[src/rtl/fpmul_arb.sv]
// Shares one fixed-latency 3-operand fpmul between two requesters: one holding register per
// requester, round-robin issue, and a tag pipe that routes each result back to its owner.
module fpmul_arb #(
    parameter int unsigned LAT = 9,
    parameter int unsigned CW  = 4,
    localparam int unsigned DW = 64
) (
    input  logic          clk,
    input  logic          rst,
    input  logic          p0_pushin,
    input  logic [DW-1:0] p0_a,
    input  logic [DW-1:0] p0_b,
    input  logic [DW-1:0] p0_c,
    output logic          p0_full,
    output logic          p0_pushout,
    output logic [DW-1:0] p0_r,
    input  logic          p1_pushin,
    input  logic [DW-1:0] p1_a,
    input  logic [DW-1:0] p1_b,
    input  logic [DW-1:0] p1_c,
    output logic          p1_full,
    output logic          p1_pushout,
    output logic [DW-1:0] p1_r,
    output logic          mul_pushin,
    output logic [DW-1:0] mul_a,
    output logic [DW-1:0] mul_b,
    output logic [DW-1:0] mul_c,
    input  logic          mul_pushout,
    input  logic [DW-1:0] mul_r,
    output logic [CW-1:0] p0_inflight,
    output logic [CW-1:0] p1_inflight,
    output logic          busy,
    output logic          err
);

    logic          hold0_v, hold1_v, hold0_v_n, hold1_v_n;
    logic [DW-1:0] h0_a, h0_b, h0_c, h0_a_n, h0_b_n, h0_c_n;
    logic [DW-1:0] h1_a, h1_b, h1_c, h1_a_n, h1_b_n, h1_c_n;
    logic          rr, rr_n;
    logic          mul_own, mul_own_n;
    logic [LAT-1:0] tag_v, tag_v_n, tag_o, tag_o_n;
    logic          mul_pushin_n, p0_pushout_n, p1_pushout_n, busy_n, err_n;
    logic [DW-1:0] mul_a_n, mul_b_n, mul_c_n, p0_r_n, p1_r_n;
    logic [CW-1:0] p0_inflight_n, p1_inflight_n;
    logic          issue_c, win_c, ret_c, own_c;

    assign p0_full = hold0_v;
    assign p1_full = hold1_v;

    // Next-state: arbitration, capture, tag shift and result routing.
    always_comb begin
        hold0_v_n     = hold0_v;
        hold1_v_n     = hold1_v;
        h0_a_n        = h0_a;
        h0_b_n        = h0_b;
        h0_c_n        = h0_c;
        h1_a_n        = h1_a;
        h1_b_n        = h1_b;
        h1_c_n        = h1_c;
        rr_n          = rr;
        mul_own_n     = mul_own;
        mul_pushin_n  = 1'b0;
        mul_a_n       = mul_a;
        mul_b_n       = mul_b;
        mul_c_n       = mul_c;
        p0_pushout_n  = 1'b0;
        p1_pushout_n  = 1'b0;
        p0_r_n        = p0_r;
        p1_r_n        = p1_r;

        // On a tie the requester that did not win last time goes first.
        issue_c = hold0_v | hold1_v;
        win_c   = (hold0_v & hold1_v) ? ~rr : hold1_v;
        ret_c   = mul_pushout & tag_v[LAT-1];
        own_c   = tag_o[LAT-1];

        tag_v_n = {tag_v[LAT-2:0], mul_pushin};
        tag_o_n = {tag_o[LAT-2:0], mul_own};

        if (issue_c) begin
            mul_pushin_n = 1'b1;
            mul_own_n    = win_c;
            rr_n         = win_c;
            if (win_c) begin
                mul_a_n   = h1_a;
                mul_b_n   = h1_b;
                mul_c_n   = h1_c;
                hold1_v_n = 1'b0;
            end else begin
                mul_a_n   = h0_a;
                mul_b_n   = h0_b;
                mul_c_n   = h0_c;
                hold0_v_n = 1'b0;
            end
        end

        if (p0_pushin && !hold0_v) begin
            hold0_v_n = 1'b1;
            h0_a_n    = p0_a;
            h0_b_n    = p0_b;
            h0_c_n    = p0_c;
        end
        if (p1_pushin && !hold1_v) begin
            hold1_v_n = 1'b1;
            h1_a_n    = p1_a;
            h1_b_n    = p1_b;
            h1_c_n    = p1_c;
        end

        if (ret_c) begin
            if (own_c) begin
                p1_pushout_n = 1'b1;
                p1_r_n       = mul_r;
            end else begin
                p0_pushout_n = 1'b1;
                p0_r_n       = mul_r;
            end
        end

        p0_inflight_n = p0_inflight + CW'(issue_c & ~win_c) - CW'(ret_c & ~own_c);
        p1_inflight_n = p1_inflight + CW'(issue_c & win_c) - CW'(ret_c & own_c);

        // A result with no matching tag (or a tag with no result) is a protocol error.
        err_n  = err | (p0_pushin & hold0_v) | (p1_pushin & hold1_v)
               | (mul_pushout ^ tag_v[LAT-1]);
        busy_n = hold0_v_n | hold1_v_n | mul_pushin_n | (|tag_v_n);
    end

    always_ff @(posedge clk or negedge rst) begin
        if (!rst) begin
            hold0_v     <= 1'b0;
            hold1_v     <= 1'b0;
            h0_a        <= '0;
            h0_b        <= '0;
            h0_c        <= '0;
            h1_a        <= '0;
            h1_b        <= '0;
            h1_c        <= '0;
            rr          <= 1'b1;
            mul_own     <= 1'b0;
            tag_v       <= '0;
            tag_o       <= '0;
            mul_pushin  <= 1'b0;
            mul_a       <= '0;
            mul_b       <= '0;
            mul_c       <= '0;
            p0_pushout  <= 1'b0;
            p1_pushout  <= 1'b0;
            p0_r        <= '0;
            p1_r        <= '0;
            p0_inflight <= '0;
            p1_inflight <= '0;
            busy        <= 1'b0;
            err         <= 1'b0;
        end else begin
            hold0_v     <= hold0_v_n;
            hold1_v     <= hold1_v_n;
            h0_a        <= h0_a_n;
            h0_b        <= h0_b_n;
            h0_c        <= h0_c_n;
            h1_a        <= h1_a_n;
            h1_b        <= h1_b_n;
            h1_c        <= h1_c_n;
            rr          <= rr_n;
            mul_own     <= mul_own_n;
            tag_v       <= tag_v_n;
            tag_o       <= tag_o_n;
            mul_pushin  <= mul_pushin_n;
            mul_a       <= mul_a_n;
            mul_b       <= mul_b_n;
            mul_c       <= mul_c_n;
            p0_pushout  <= p0_pushout_n;
            p1_pushout  <= p1_pushout_n;
            p0_r        <= p0_r_n;
            p1_r        <= p1_r_n;
            p0_inflight <= p0_inflight_n;
            p1_inflight <= p1_inflight_n;
            busy        <= busy_n;
            err         <= err_n;
        end
    end

endmodule

[config.mk]
export PLATFORM = sky130hd
export DESIGN_NAME = fpmul_arb
export DESIGN_NICKNAME = d
export VERILOG_FILES = /design/src/rtl/fpmul_arb.sv
export SDC_FILE = /design/constraint.sdc
export NUM_CORES = 1
export LEC_CHECK = 0
export CAP_MARGIN = 20
export CORE_AREA = 5 5 304 306
export DETAILED_ROUTE_END_ITERATION = 10
export DIE_AREA = 0 0 309 311
export GPL_ROUTABILITY_DRIVEN = 0
export SLEW_MARGIN = 25
export SYNTH_ARGS = -nofsm -noshare
export SYNTH_HDL_FRONTEND = slang
export SYNTH_SLANG_ARGS = --single-unit
export TNS_END_PERCENT = 20
[constraint.sdc]
create_clock -name clk -period 3.1 [get_ports clk]
set_input_delay 0.62 -clock clk [delete_from_list [all_inputs] [get_ports clk]]
set_output_delay 0.62 -clock clk [all_outputs]
set_load 0.005 [all_outputs]
# After elaboration in Yosys (flattened, before gate mapping)
# Index checks and enable logic that the tools add are counted.
# word_totals
regBits	739
input_bits	453
output_inout_bits	335
word_cells	70
# op_classes
add_sub_neg	4
n_mux	15
bitwise_logic	20
reduce_logical	7
# op_table
cell	n
2-to-1 mux 64 bit	3
2-to-1 mux 1 bit	12
OR reduction 9 bit	1
bitwise AND 1 x 4 -> 4 bit	2
inverter 1 -> 4 bit	2
bitwise OR 1 bit	7
bitwise AND 1 bit	6
adder 4 x 1 -> 4 bit	1
adder 4 bit	1
AND reduction 2 bit	2
subtractor 4 x 1 -> 4 bit	1
subtractor 4 bit	1
logical AND 1 bit	2
zero test 1 bit	2
inverter 1 bit	2
bitwise XOR 1 bit	1

# Depth between registers and ports, before layout
# Gate-level depths: netlist (run 1).
# depth
ltp_word	8
depth_mapped	11
mapped_depth_nobuf	9

# Least setup slack after synthesis (run 1)
# No wires, ideal clock.
# synth_path
path_type	input to register
from	input mul_pushout
to	register p1_inflight[2]
setup_ps	123
arrival_time_ps	2521
t_required_ps	2977
setup_slack_ps	456
stages	11
n_path_buf	2
cell_sequence	ha_1 -> nand2_1 -> clkbuf_1 -> buf_2 -> inv_1 -> ha_1 -> inv_1 -> ha_1 -> inv_1 -> fa_1 -> xnor2_1
# synth_between
elab_chain_len	3
# synth_rtl
element	line_no	source
from (decl)	28	input logic mul_pushout,
bitwise AND 1 bit	74	ret_c = mul_pushout & tag_v[LAT-1];
bitwise AND 1 bit	121	p1_inflight_n = p1_inflight + CW'(issue_c & win_c) - CW'(ret_c & own_c);
subtractor 4 x 1 -> 4 bit	121	
net p1_inflight_n[2]	44	logic [CW-1:0] p0_inflight_n, p1_inflight_n;
to (signal assigned)	177	p1_inflight <= p1_inflight_n;
to (decl)	31	output logic [CW-1:0] p1_inflight,
# The timed path passes the listed nets, and every way through them passes these cells.
# A chain may end at the register's enable or synchronous reset.

# Worst setup path after layout (run 1)
# layout_path
from	register hold0_v (netlist: p0_full)
to	output p0_full
# layout_rtl
element	line_no	source
from (decl)	36	logic hold0_v, hold1_v, hold0_v_n, hold1_v_n;
from (signal assigned)	156	hold0_v <= hold0_v_n;
to (decl)	14	output logic p0_full,
# No word-level cell between the ends.

==> results.py, run 1 <==
metrics = {
    "synth": {
        "syn_area_per_cell_um2": 12.6,
        "yosysSeqAreaShare_pct": 66.1,
        "ys_ff_latch": 739,
        "ys_warn_count": 0,
        "ys_types": 25,
        "synth_nets": 2683,
        "synth_area_um2": 28000,
        "synthCells": 2219,
    },
    "route": {
        "initialDrtViolationCount": 1089,
        "vias_per_cell": 4.66,
        "ant_nets": 0,
        "dr.pass1.iters": 5,
        "wire_per_inst_um": 21.1,
        "vias": 19800,
        "finalWirelength_mm": 89.7,
        "drc": 0,
    },
    "critical_path": {
        "worst_path_largest_cell_delay_ns": 0.65,
        "r2r_start": "p1_full$_DFF_PN0_",
        "path_class": "flop to primary output",
        "worstPathArrival_ns": 1.86,
        "worst-endpoint-required_ns": 2.48,
        "r2r_cells": 4,
        "critPathTopFamily": "buffers and inverters",
        "crit_buf_inv": 1,
        "crit_path_max_fanout": 8,
        "r2r-end": "mul_a[9]$_DFFE_PN0P_",
        "critPathSlowestCell": "clkdlybuf4s50_1",
        "endpoint_kind": "primary output",
        "start_kind": "flop",
        "crit_chain": "clkdlybuf4s50_1",
        "r2r_setup_slack_ns": 0.73,
    },
    "global_route": {
        "track_usage_pct": 18.2,
        "grt_pass1_wl_mm": 135,
        "met2_usage_pct": 30.3,
        "grt_antenna_before_repair": 24,
        "grt_pass1_vias": 21100,
        "grt_busiest_layer": "met2",
        "use_met3_pct": 6.33,
        "grt_max_degree": 193,
        "grt_overflow": 0,
        "grtUsageMet1_pct": 22.3,
    },
    "layout": {
        "nFillCells": 8292,
        "final_common_cell": "clkdlybuf4s50_1",
        "area_growth_pct": 43.4,
        "final_cell_mix": "786 x clkdlybuf4s50_1, 738 x dfrtp_1, 385 x o21ai_0",
        "drive_above_1_share_pct": 16.6,
        "fin_nets": 3463,
        "regArea_um2": 18500,
        "multi_input_area_um2": 8080,
    },
    "run": {
        "drv_cap": 0,
    },
    "clocking": {
        "clkSlewWorstSetupHoldPaths_ns": 0.06,
        "cts_buffer_depth": 3,
        "root_buffer": "clkbuf_16",
        "cts_tree": "yes",
        "cts_resized": 0,
        "clk_latency_ns": 0.63,
        "cts_max_level": 3,
        "cts_made_buffers": 82,
        "clock_sinks": 739,
    },
    "die": {
        "dieArea_um2": 96100,
        "core-area_um2": 89300,
        "rows": 110,
        "die_y_um": 311,
        "start_util_pct": 31.3,
        "die_w_um": 309,
        "ios": 788,
    },
    "min_path": {
        "hp-class": "flop to flop",
        "min-delay-start": "tag_o[0]$_DFF_PN0_",
        "whs_endpoint": "tag_o[1]$_DFF_PN0_",
        "holdPathStages": 0,
    },
    "pwr": {
        "p_total_uw": 41500,
        "power-per-cell-area_nw_per_um2": 1030,
        "ir_drop_v": 0.000822,
        "leakagePower_uw": 0.0171,
    },
    "placed_design": {
        "numPortBuffers": 787,
        "dp_slack_ns": 0.343,
        "dpl.hpwl_mm": 63.6,
    },
    "timing": {
        "clock_skew_ns": 0.0299,
        "holdWs_ns": 0.346,
        "hold_violations": 0,
        "post-route-period-util_pct": 80.1,
        "layout_setup_ws_ns": 0.618,
        "rsz0062_at_grt": "no",
        "slew-limit-headroom_pct": 20.9,
        "finalSetupViolations": 0,
        "tightest_slew_ns": 1.19,
        "min_period_ns": 2.48,
        "fin_setup_tns_ns": 0,
        "fmax_ghz": 0.403,
        "drv_slew": 0,
    },
    "outcome": {
        "status": "finished clean",
    },
}
[synth_stat cells, drive strengths merged]
cell type  count  area, um2
a211oi         1       7.51
a21boi         1       11.3
a21o           2       15.0
a21oi          2       10.0
a22oi        192       1440
buf           93        503
clkbuf        49        184
dfrtp        738      18500
dfstp          1       26.3
fa             2       40.0
ha             9        113
inv          208        781
mux2         320       3600
nand2        197        739
nand3          1       5.00
nor2           3       11.3
nor2b          3       18.8
nor4           3       18.8
o21a           1       7.51
o21ai        385       1930
o21bai         1       7.51
or2            1       6.26
xnor2          6       52.6
[logic make-up (layout without fill, tap and decap cells)]
logic type	after synthesis	in the layout	share of synthesized area, %
AOI/OAI and AO/OA	585	585	12.2
xor gates and xnor gates	6	6	0.188
adders and majority gates	11	11	0.545
buffers and inverters	350	1189	5.24
DFF	739	739	66.1
muxes	320	320	12.9
other	0	13	0
and+or+nand+nor	208	208	2.86
[report_power, final]
| group | switching, uW | internal, uW | total (uW) |
|---|---|---|---|
| Combinational | 6860 | 8150 | 15000 |
| Sequential | 2290 | 14200 | 16500 |
| Clock | 4030 | 5930 | 9960 |
[final cells by class]
type                            instances  area share, %
Clock inverter                         25          0.916
Tap cell                             1176           3.66
Sequential cell                       739           46.1
Antenna cell                           13         0.0810
Timing Repair Buffer                  838           21.2
Clock buffer                          118           6.00
Inverter                              208           1.94
Multi-Input combinational cell       1130           20.1
[state kept, by name, summed over array words and instances, names as in the netlist, 4 cells and up]
signal       count
p0_inflight      4
tag_o            9
h0_b            64
mul_a           64
tag_v            9
h1_a            64
h1_c            64
p1_inflight      4
p1_r            64
h0_a            64
mul_b           64
h1_b            64
h0_c            64
mul_c           64
p0_r            64
[through the flow]
step                cell area [um2]  util (%)  std cells
detailed placement            37300      41.8       4090
CTS                           40100      44.9       4234
floorplan                     28000         -       2219
finish                        40100      44.9       4247
global route                  40100      44.9       4241
global placement              37300      41.8       4090
[layer usage]
metal / wire length, um / part of all wire, %
met1: 36200 / 40
met3: 7450 / 8.3
met2: 43700 / 49
met4: 2220 / 2.5
met5: 123 / 0.14
[how the worst max path moves through the flow]
stage	endpoint	slack, ns	cells after the start	from
floorplan	p1_inflight[2]$_DFF_PN0_	0.46	11	mul_pushout
global placement	p0_inflight[1]$_DFF_PN0_	0.36	9	mul_pushout
detailed placement	p0_inflight[2]$_DFF_PN0_	0.34	9	mul_pushout
CTS	p0_full	0.56	1	p0_full$_DFF_PN0_
global route	p0_full	0.49	1	p0_full$_DFF_PN0_
finish	p0_full	0.62	1	p0_full$_DFF_PN0_
[repair_timing]
action / 4_1_cts / 5_1_grt
hold endpoints to repair: 26 / 0
hold buffers: 1 / 0
buffers inserted: 0 / 0
(Power assumes the default switching activity.)
==> run 2, diff against run 1 <==
==> constraint.sdc (replaced) <==
create_clock -name clk -period 2.3 [get_ports clk]
set_input_delay 0.46 -clock clk [delete_from_list [all_inputs] [get_ports clk]]
set_output_delay 0.46 -clock clk [all_outputs]
set_load 0.005 [all_outputs]
==> run 2 against run 1 <==
Combinational power increased by 39%. Flip-flop and latch count unchanged. Die area unchanged. Sequential share of layout area decreased by 0.40 points. Clock skew decreased by 0.0047 ns. Critical path depth increased by 1. Routed wire length decreased by 1.7%. Clock power increased by 24%. Critical endpoint unchanged. Highest routed layer unchanged.
==> results.py, run 2 (synthesis gave the netlist of run 1 again) <==
metrics = {
    "critical_path": {
        "crit_chain": "buf_4, clkdlybuf4s50_1",
        "crit_end": "p0_full",
        "crit_cells": 2,
        "worst-endpoint-required_ns": 1.84,
        "worst_path_largest_cell_delay_ns": 0.55,
        "critPathSlowestCell": "clkdlybuf4s50_1",
        "start_kind": "flop",
        "worstPathArrival_ns": 1.72,
        "r2r-end": "p1_inflight[2]$_DFF_PN0_",
        "crit_buf_inv": 2,
        "path_class": "flop to primary output",
        "r2r_start": "rr$_DFFE_PN1P_",
        "crit_start": "p0_full$_DFF_PN0_",
        "r2r_cells": 9,
        "critPathTopFamily": "buffers and inverters",
        "crit_path_max_fanout": 7,
        "endpoint_kind": "primary output",
        "r2r_setup_slack_ns": 0.15,
    },
    "layout": {
        "area_growth_pct": 44.7,
        "drive_above_1_share_pct": 17.6,
        "final_cell_mix": "786 x clkdlybuf4s50_1, 738 x dfrtp_1, 385 x o21ai_0",
        "nFillCells": 8279,
        "final_common_cell": "clkdlybuf4s50_1",
        "fin_nets": 3510,
        "final_util_pct": 45.3,
    },
    "clocking": {
        "clock_sinks": 739,
        "postCtsSetupBuffers": 0,
        "cts_made_buffers": 81,
        "cts_buffer_depth": 3,
        "cts_max_level": 3,
        "holdBufCountCts": 1,
        "clkSlewWorstSetupHoldPaths_ns": 0.06,
        "root_buffer": "clkbuf_16",
        "clk_latency_ns": 0.62,
        "cts_resized": 0,
        "cts_tree": "yes",
    },
    "die": {
        "rows": 110,
        "die_y_um": 311,
        "ios": 788,
        "start_util_pct": 31.3,
        "die_w_um": 309,
        "dieArea_um2": 96100,
        "core-area_um2": 89300,
    },
    "global_route": {
        "grt_pass1_vias": 21200,
        "grt_pass1_wl_mm": 133,
        "grt_antenna_before_repair": 13,
        "grt_max_degree": 113,
        "track_usage_pct": 17.8,
        "grt_overflow": 0,
    },
    "run": {
        "drv_cap": 0,
    },
    "route": {
        "vias": 20000,
        "wire_per_inst_um": 20.6,
        "drc": 0,
        "dr.pass1.iters": 4,
        "finalWirelength_mm": 88.3,
        "ant_nets": 0,
        "initialDrtViolationCount": 1075,
        "vias_per_cell": 4.67,
    },
    "placed_design": {
        "numPortBuffers": 787,
        "dpl.hpwl_mm": 63.7,
        "dp_slack_ns": -0.229,
    },
    "timing": {
        "rsz0062_at_grt": "no",
        "clock_skew_ns": 0.0252,
        "tightest_slew_ns": 0.861,
        "min_period_ns": 2.18,
        "finalSetupViolations": 0,
        "fin_setup_tns_ns": 0,
        "hold_violations": 0,
        "drv_slew": 0,
        "layout_setup_ws_ns": 0.118,
        "fmax_ghz": 0.458,
        "slew-limit-headroom_pct": 42.6,
        "post-route-period-util_pct": 94.9,
    },
    "pwr": {
        "power-per-cell-area_nw_per_um2": 1370,
        "leakagePower_uw": 0.0173,
        "ir_drop_v": 0.00146,
    },
    "min_path": {
        "hp-class": "flop to flop",
    },
    "outcome": {
        "status": "finished clean",
    },
}
[run 2: cell count changes in the layout (fill, tap and decap cells not counted), moves of 3 or more]
cell | previous run | this run
bufinv_16 | 6 | 1
buf_4 | 30 | 59
clkbuf_1 | 14 | 19
inv_16 | 3 | 0
inv_6 | 5 | 2
clkbuf_8 | 22 | 17
buf_12 | 20 | 39
diode_2 | 13 | 10
[run 2: metrics by stage]
| step | hold slack [ns] | std cells | total power [uW] | cell area, um2 |
|---|---|---|---|---|
| CTS | 0.304 | 4276 | 56200 | 40500 |
| detailed placement | 0.336 | 4138 | 43400 | 37900 |
| global placement | 0.332 | 4138 | 43000 | 37900 |
| global route | 0.337 | 4280 | 58900 | 40500 |
| floorplan | 0.164 | 2219 | 31400 | 28000 |
| finish | 0.331 | 4286 | 55400 | 40500 |
[run 2: layout make-up]
| cell class | instances | area, um2 | share of cell area [%] |
|---|---|---|---|
| Sequential cell | 739 | 18500 | 45.7 |
| Timing Repair Buffer | 886 | 9120 | 22.5 |
| Inverter | 208 | 781 | 1.93 |
| Tap cell | 1176 | 1470 | 3.63 |
| Clock buffer | 118 | 2360 | 5.82 |
| Multi-Input combinational cell | 1130 | 8080 | 19.9 |
| Clock inverter | 19 | 180 | 0.445 |
| Antenna cell | 10 | 25.0 | 0.0618 |
[run 2: worst min path at each step]
stage / from / to / slack, ns / cells after the start
final: tag_o[0]$_DFF_PN0_ / tag_o[1]$_DFF_PN0_ / 0.33 / 0
after global placement: tag_o[6]$_DFF_PN0_ / tag_o[7]$_DFF_PN0_ / 0.33 / 0
after detailed placement: tag_o[6]$_DFF_PN0_ / tag_o[7]$_DFF_PN0_ / 0.34 / 0
after global routing: rst / mul_a[45]$_DFFE_PN0P_ / 0.34 / 2
after CTS: rst / mul_a[45]$_DFFE_PN0P_ / 0.30 / 2
after floorplan: rst / busy$_DFF_PN0_ / 0.16 / 0
[run 2: metal layers]
layer  track usage (%)  wire length, um  vias up
met5                 0               19        -
met4              5.39             2450        2
met2              29.5            42300      617
met3              6.17             7580      126
li1                  -                -     9255
met1              21.9            35900    10000
[run 2: power breakdown]
group,internal [uW],switching [uW]
logic,11400,9380
registers,19100,3010
clock network,7210,5230
==> run 3, diff against run 2 <==
==> constraint.sdc (replaced) <==
create_clock -name clk -period 2.3 [get_ports clk]
set_input_delay 0.46 -clock clk [delete_from_list [all_inputs] [get_ports clk]]
set_output_delay 0.46 -clock clk [all_outputs]
set_load 0.1 [all_outputs]
==> run 3 against run 2 <==
Global-route usage rose by 0.68 points. Hold slack better by 0.018 ns. Count of clock-buffer cells in the layout up 2. Clock skew is 0.018 ns higher. Via count up 0.58%. Flip-flop and latch count stayed put. Largest cell class unchanged. Utilization is 0.71 points lower. Critical path depth is 6 higher. Maximum frequency rose by 5.0%. Highest routed layer unchanged.
==> results.py, run 3 (synthesis gave the netlist of run 1 again) <==
metrics = {
    "placed_design": {
        "dpl.hpwl_mm": 67.6,
        "numPortBuffers": 787,
        "placed_cells": 4133,
        "dp_slack_ns": -0.150,
    },
    "critical_path": {
        "critPathSlowestCell": "dfstp_2",
        "critPathTopFamily": "adder cells",
        "crit_chain": "a21boi_4, or2_4, ha_4, inv_2, ha_4, inv_2, fa_2, inv_1",
        "crit_path_max_fanout": 4,
        "worst_path_largest_cell_delay_ns": 0.58,
        "worstPathArrival_ns": 2.58,
        "worst-endpoint-required_ns": 2.80,
        "r2r_start": "rr$_DFFE_PN1P_",
        "crit_cells": 8,
        "crit_buf_inv": 3,
        "r2r_setup_slack_ns": 0.22,
        "r2r_cells": 8,
        "crit_start": "rr$_DFFE_PN1P_",
        "r2r-end": "p0_inflight[1]$_DFF_PN0_",
        "path_class": "flop to flop",
        "endpoint_kind": "flop",
        "start_kind": "flop",
        "crit_end": "p0_inflight[1]$_DFF_PN0_",
    },
    "clocking": {
        "clk_latency_ns": 0.63,
        "postCtsSetupBuffers": 0,
        "cts_buffer_depth": 3,
        "holdBufCountCts": 1,
        "root_buffer": "clkbuf_16",
        "cts_made_buffers": 82,
        "cts_resized": 0,
        "cts_max_level": 3,
        "clkSlewWorstSetupHoldPaths_ns": 0.06,
        "clock_sinks": 739,
        "cts_tree": "yes",
    },
    "route": {
        "ant_nets": 0,
        "vias_per_cell": 4.70,
        "drc": 0,
        "wire_per_inst_um": 21.6,
        "vias": 20100,
        "finalWirelength_mm": 92.3,
        "dr.pass1.iters": 5,
        "initialDrtViolationCount": 1073,
    },
    "die": {
        "core-area_um2": 89300,
        "dieArea_um2": 96100,
        "ios": 788,
        "rows": 110,
        "die_w_um": 309,
        "die_y_um": 311,
        "start_util_pct": 31.3,
    },
    "min_path": {
        "hp-class": "input port to async pin",
    },
    "timing": {
        "rsz0062_at_grt": "no",
        "hold_violations": 0,
        "slew-limit-headroom_pct": 45.7,
        "tightest_slew_ns": 0.815,
        "drv_slew": 0,
        "fmax_ghz": 0.481,
        "fin_setup_tns_ns": 0,
        "finalSetupViolations": 0,
        "min_period_ns": 2.08,
        "layout_setup_ws_ns": 0.222,
        "clock_skew_ns": 0.0435,
        "post-route-period-util_pct": 90.4,
    },
    "layout": {
        "drive_above_1_share_pct": 28.8,
        "final_cell_mix": "736 x dfrtp_1, 451 x clkdlybuf4s50_1, 391 x buf_4",
        "final_common_cell": "dfrtp_1",
        "final_util_pct": 44.6,
        "area_growth_pct": 42.4,
        "fin_nets": 3506,
        "final_cells": 4285,
    },
    "global_route": {
        "grt_antenna_before_repair": 14,
        "track_usage_pct": 18.4,
        "grt_max_degree": 112,
        "grt_pass1_wl_mm": 137,
        "grt_pass1_vias": 21300,
        "grt_overflow": 0,
    },
    "run": {
        "drv_cap": 0,
    },
    "outcome": {
        "status": "finished clean",
    },
}
run 3: layout make-up:
| type | instances | area (um2) |
|---|---|---|
| Clock buffer | 120 | 2410 |
| Antenna cell | 4 | 10.0 |
| Fill cell | 8314 | 49500 |
| Multi-Input combinational cell | 1130 | 8110 |
| Sequential cell | 739 | 18500 |
| Inverter | 208 | 781 |
| Timing Repair Buffer | 881 | 8220 |
| Tap cell | 1176 | 1470 |
| Clock inverter | 27 | 360 |
run 3: worst min-delay path by stage:
stage	endpoint	cells past startpoint
floorplan	busy$_DFF_PN0_	0
global placement	tag_o[1]$_DFF_PN0_	0
detailed placement	tag_o[2]$_DFF_PN0_	0
CTS	p1_r[39]$_DFFE_PN0P_	2
global route	p1_r[39]$_DFFE_PN0P_	2
finish	p1_r[39]$_DFFE_PN0P_	2
run 3: stage by stage:
stage	area [um2]	hold slack (ns)
after floorplan	28100	0.164
after global placement	37100	0.334
after detailed placement	37100	0.336
after CTS	39900	0.317
after global routing	39900	0.332
final	39900	0.349
run 3: metal layers:
layer	up-vias	part of all wire, %	global-route usage (%)
li1	9244	-	-
met1	10100	39	22.0
met2	647	50	32.1
met3	133	8.5	6.13
met4	14	2.5	4.80
met5	-	0.10	0
Power of run 3 is left out: the tool's default activity adds up to more than one toggle a clock period on the data nets, which glitch-free logic cannot reach.
